===== src/rtl/ft245_tx_buffer.sv =====
// ============================================================================
// Module      : ft245_tx_buffer
// Description : Show-ahead byte FIFO feeding the FT245 sync-FIFO writer, with
//               an idle-flush pulse (flush_n) once a drained burst goes quiet.
// Revision    : 1.0 - initial release
// ============================================================================
`default_nettype none

module ft245_tx_buffer #(
   parameter int DEPTH_LOG2 = 4,
   parameter int FLUSH_IDLE = 255
) (
   input  logic                  clock_60mhz,
   input  logic                  reset_n,
   input  logic [7:0]            in_data,
   input  logic                  in_valid,
   output logic                  in_ready,
   output logic [7:0]            out_data,
   output logic                  out_valid,
   input  logic                  out_ready,
   output logic                  flush_n,
   output logic [DEPTH_LOG2:0]   level
);

   localparam int                  c_ram_words  = 2 ** DEPTH_LOG2;
   localparam logic [DEPTH_LOG2:0] c_depth      = (DEPTH_LOG2 + 1)'(2 ** DEPTH_LOG2);
   localparam logic [DEPTH_LOG2:0] c_one        = (DEPTH_LOG2 + 1)'(1);
   localparam logic [15:0]         c_flush_idle = 16'(FLUSH_IDLE);

   // Occupancy never exceeds DEPTH-1 entries because the head lives in
   // r_out_data; the array is sized to the pointer range so wrap is free.
   logic [7:0]            r_ram [0:c_ram_words-1];
   logic [DEPTH_LOG2-1:0] r_wr_ptr;
   logic [DEPTH_LOG2-1:0] r_rd_ptr;
   logic [7:0]            r_out_data;
   logic                  r_out_valid;
   logic                  r_in_ready;
   logic [DEPTH_LOG2:0]   r_level;
   logic                  r_flush_n;
   logic                  r_pending;
   logic [15:0]           r_idle_cnt;

   logic                  w_accept;
   logic                  w_consume;
   logic                  w_ram_empty;
   logic                  w_load_head;
   logic                  w_bypass;
   logic                  w_ram_wr;
   logic                  w_ram_rd;
   logic [DEPTH_LOG2:0]   w_level_nxt;

   assign w_accept    = in_valid & r_in_ready;
   assign w_consume   = r_out_valid & out_ready;
   assign w_ram_empty = (r_level <= c_one);
   assign w_load_head = ~r_out_valid | w_consume;
   assign w_bypass    = w_accept & w_load_head & w_ram_empty;
   assign w_ram_wr    = w_accept & ~w_bypass;
   assign w_ram_rd    = w_consume & ~w_ram_empty;

   always_comb begin
      w_level_nxt = r_level;
      if (w_accept && !w_consume) begin
         w_level_nxt = r_level + c_one;
      end else if (!w_accept && w_consume) begin
         w_level_nxt = r_level - c_one;
      end
   end

   always_ff @(posedge clock_60mhz) begin
      if (w_ram_wr) begin
         r_ram[r_wr_ptr] <= in_data;
      end
   end

   always_ff @(posedge clock_60mhz or negedge reset_n) begin
      if (!reset_n) begin
         r_wr_ptr    <= '0;
         r_rd_ptr    <= '0;
         r_out_data  <= 8'h00;
         r_out_valid <= 1'b0;
         r_in_ready  <= 1'b0;
         r_level     <= '0;
      end else begin
         r_level    <= w_level_nxt;
         r_in_ready <= (w_level_nxt != c_depth);
         if (w_ram_wr) begin
            r_wr_ptr <= r_wr_ptr + 1'b1;
         end
         if (w_ram_rd) begin
            r_out_data  <= r_ram[r_rd_ptr];
            r_out_valid <= 1'b1;
            r_rd_ptr    <= r_rd_ptr + 1'b1;
         end else if (w_bypass) begin
            r_out_data  <= in_data;
            r_out_valid <= 1'b1;
         end else if (w_consume) begin
            r_out_valid <= 1'b0;
         end
      end
   end

   // An accept in the cycle the counter sits at FLUSH_IDLE beats the flush and
   // leaves pending set, so the following drain still earns its own flush.
   always_ff @(posedge clock_60mhz or negedge reset_n) begin
      if (!reset_n) begin
         r_flush_n  <= 1'b1;
         r_pending  <= 1'b0;
         r_idle_cnt <= '0;
      end else begin
         r_flush_n <= 1'b1;
         if (w_accept || (r_level != '0)) begin
            r_idle_cnt <= '0;
         end else if (r_pending && (r_idle_cnt == c_flush_idle)) begin
            r_flush_n  <= 1'b0;
            r_pending  <= 1'b0;
            r_idle_cnt <= '0;
         end else if (r_pending && (r_idle_cnt < c_flush_idle)) begin
            r_idle_cnt <= r_idle_cnt + 16'd1;
         end
         if (w_consume) begin
            r_pending <= 1'b1;
         end
      end
   end

   assign in_ready  = r_in_ready;
   assign out_data  = r_out_data;
   assign out_valid = r_out_valid;
   assign flush_n   = r_flush_n;
   assign level     = r_level;

endmodule

`default_nettype wire


===== config.mk =====
export PLATFORM = sky130hd
export DESIGN_NAME = ft245_tx_buffer
export DESIGN_NICKNAME = d
export VERILOG_FILES = /design/src/rtl/ft245_tx_buffer.sv
export SDC_FILE = /design/constraint.sdc
export NUM_CORES = 1
export LEC_CHECK = 0
export BUFFER_PORTS_ARGS = -buffer_cell sky130_fd_sc_hd__buf_4
export CORE_ASPECT_RATIO = 0.8
export CORE_MARGIN = 5
export CORE_UTILIZATION = 55
export CTS_BUF_LIST = sky130_fd_sc_hd__clkbuf_2
export CTS_CLUSTER_DIAMETER = 60
export DETAILED_ROUTE_END_ITERATION = 6
export PLACE_DENSITY = 0.72
export SKIP_CTS_REPAIR_TIMING = 1
export SLEW_MARGIN = 0
export SYNTH_ARGS = -nofsm -noshare
export SYNTH_HDL_FRONTEND = slang
export SYNTH_SLANG_ARGS = --single-unit

===== constraint.sdc =====
create_clock -name clock_60mhz -period 3.05 [get_ports clock_60mhz]
set_input_delay 0.305 -clock clock_60mhz [delete_from_list [all_inputs] [get_ports clock_60mhz]]
set_output_delay 0.305 -clock clock_60mhz [all_outputs]
set_load 0.02 [all_outputs]

==> results by group <==
STA
  • Min cycle time layout: 2.68 ns
  • Max-slew headroom: 50.6%
  • Fin. Hold Viols: 0
  • Final Cycle Share: 88.0%
  • RSZ-0062 raised after global routing: false
  • Max Clk Rate: 372 MHz
  • Slew Viols, Final: 0
  • Worst-Margin Slew: 0.738 ns
  • Final setup viols: 0
  • Setup TNS: 0 ns
  • WHS: 0.0619 ns
  • Clk_skew: 0.0359 ns

Placed design
  • PortBufs: 27
  • Hpwl dp: 8750 µm
  • Routability Congestion: 0.842

Clock tree
  • CTS tree: built
  • CTS Sinks: 169
  • Clk Latency, worst-skew pair: 0.74 ns
  • TritonCTS buffer count: 17
  • Clk buf depth: 2
  • CTS Root Cell: clkbuf_2
  • Clk slew on worst S/H paths: 0.23 ns
  • H-tree levels: 4

Die
  • Initial Util: 55.5%
  • Die X: 136 µm
  • Core ar.: 0.0127 mm²
  • DIE AREA: 0.0152 mm²
  • Row count: 37
  • Io pins: 28
  • DIE HEIGHT: 111 µm

Yosys
  • Netlist Area Pre-Place: 0.00704 mm²
  • Synth Net Count: 453
  • Synth area leaders: edfxtp_1 55%, dfrtp_1 14%, mux4_2 10%
  • Top-count cell post-synth: edfxtp_1
  • Sequential area share after synthesis: 69.2%
  • Async set-reset flop share out of synthesis: 24.3%
  • Top_reg_cell synth: edfxtp_1
  • Syn Inst Count: 431
  • Synthesis-stage register bit count: 169
  • Yosys top cell area share: 54.6%
  • Synthesized area per cell: 16.3 µm²
  • Synth cell types: 50
  • Number of flops mapped to enable cells by yosys: 128
  • Synth top cells by count: 128 x edfxtp_1, 47 x nand2_1, 40 x dfrtp_1
  • Area leader, netlist: edfxtp_1
  • Syn. warnings: 0

Worst setup path
  • Crit-path max FO: 9
  • Worst EP required: 3.46 ns
  • Kind of critical path: register to register
  • Arrival @ worst endpoint: 3.09 ns
  • Worst setup EP type: register
  • Startpoint Class: register

GRT
  • GRT Util Overall: 19.1%
  • Vias in the first global route: 3766
  • First-pass GRT wire length: 21400 µm
  • Initial antenna violation count: 0
  • GR Overflow Total: 0
  • Largest net degree at the start of global routing: 42

Route
  • Routed WL: 13500 µm
  • Via count: 3798
  • # DRC: 0
  • Routed Antenna Nets: 0
  • Drt first pass iters: 5
  • Vias/cell: 5.70
  • DRT iter0 DRCs: 317
  • Routed length per placed instance: 20.3 µm

Hold path
  • Worst hold path type: input port to async pin

Final layout
  • Core Util, Final: 62.1%
  • Fin nets: 499
  • P&R area growth vs syn: 11.9%
  • Layout cells sized above 1: 23.5%

Power and ir drop
  • Max rail drop VDD: 0.000516 V
  • Pleak: 2.76 nW
  • Power density over the cells: 846 mW/mm²
  • Tot Pwr: 6.66 mW

Run
  • Max_cap viols: 0

Outcome
  • Status: finished clean
[cells in the final DEF (no fill, tap or decap), types with 10 or more instances in the layout]
cell type,synthesis,routed
edfxtp_1,128,128
nand2_1,47,47
dfrtp_1,40,39
buf_4,3,35
mux4_2,32,32
nor2_1,23,23
clkbuf_2,0,18
a22oi_1,17,17
xnor2_1,15,15
and2_1,13,13
inv_1,11,11
ha_1,10,10
dlygate4sd3_1,0,10
[power breakdown]
group | switching (mW) | internal [mW] | total, mW
clock | 0.819 | 0.651 | 1.47
sequential | 0.219 | 2.81 | 3.03
combinational | 1.20 | 0.963 | 2.16
[worst max-delay path, stage by stage, from the launching register on]
cell and delay (ns):
dfrtp_1 0.52, inv_1 0.12, ha_1 0.19, o21bai_1 0.16, and2_1 0.25, a21oi_4 0.30
nor3b_1 0.39, and2_1 0.45
[kinds of logic after synthesis]
kind of cell | synth area share [%]
adders and majority gates | 1.78
AOI/OAI and AO/OA | 6.33
DFF | 69.2
buffers and inverters | 1.89
xor gates and xnor gates | 1.87
muxes | 10.2
and+or+nand+nor | 8.66
[metal layers]
| layer | up-vias | track usage (%) | share of wire, % |
|---|---|---|---|
| li1 | 1745 | - | - |
| met1 | 1921 | 28.4 | 46 |
| met2 | 118 | 28.1 | 47 |
| met4 | 0 | 4.10 | 0.94 |
| met5 | - | 0 | 0 |
| met3 | 14 | 5.90 | 6.8 |
[metrics by stage]
| stage | cell area [µm²] | cells | worst slack [ns] |
|---|---|---|---|
| 2_1_floorplan | 7040 | 431 | 0.450 |
| 3_3_place_gp | 7450 | 623 | 0.525 |
| 3_5_place_dp | 7450 | 623 | 0.397 |
| 4_1_cts | 7770 | 655 | 0.370 |
| 5_1_grt | 7870 | 665 | 0.159 |
| 6_report | 7870 | 666 | 0.365 |
[flip-flops by register name, indices dropped and copies added, names as in the netlist]
register / flops
r_ram: 128
r_idle_cnt: 16
out_data: 8
level: 5
r_rd_ptr: 4
r_wr_ptr: 4
flush_n: 1
in_ready: 1
out_valid: 1
r_pending: 1
[layout make-up]
cell class,count,area [µm²]
sequential,169,4870
fill,958,4810
multi-input combinational,232,2030
timing repair buffer,46,383
clock inverter,14,234
tap,175,219
clock buffer,18,90.1
inverter,11,41.3
antenna,1,2.50
[worst paths after layout]
| path | start | to | slack, ns | cells after the start |
|---|---|---|---|---|
| setup / recovery | level[1] | r_ram[1][4] | 0.37 | 7 |
| hold / removal | reset_n | level[3] | 0.06 | 2 |
| setup reg to reg | level[1] | r_ram[1][4] | 0.37 | 7 |
| hold reg to reg | r_idle_cnt[1] | r_idle_cnt[1] | 0.55 | 2 |
| max in group asynchronous | reset_n | r_rd_ptr[0] | 2.61 | 2 |
| min in group clock_60mhz | in_valid | out_valid | 0.07 | 3 |
Note: power is estimated with default switching activity, not from simulation.
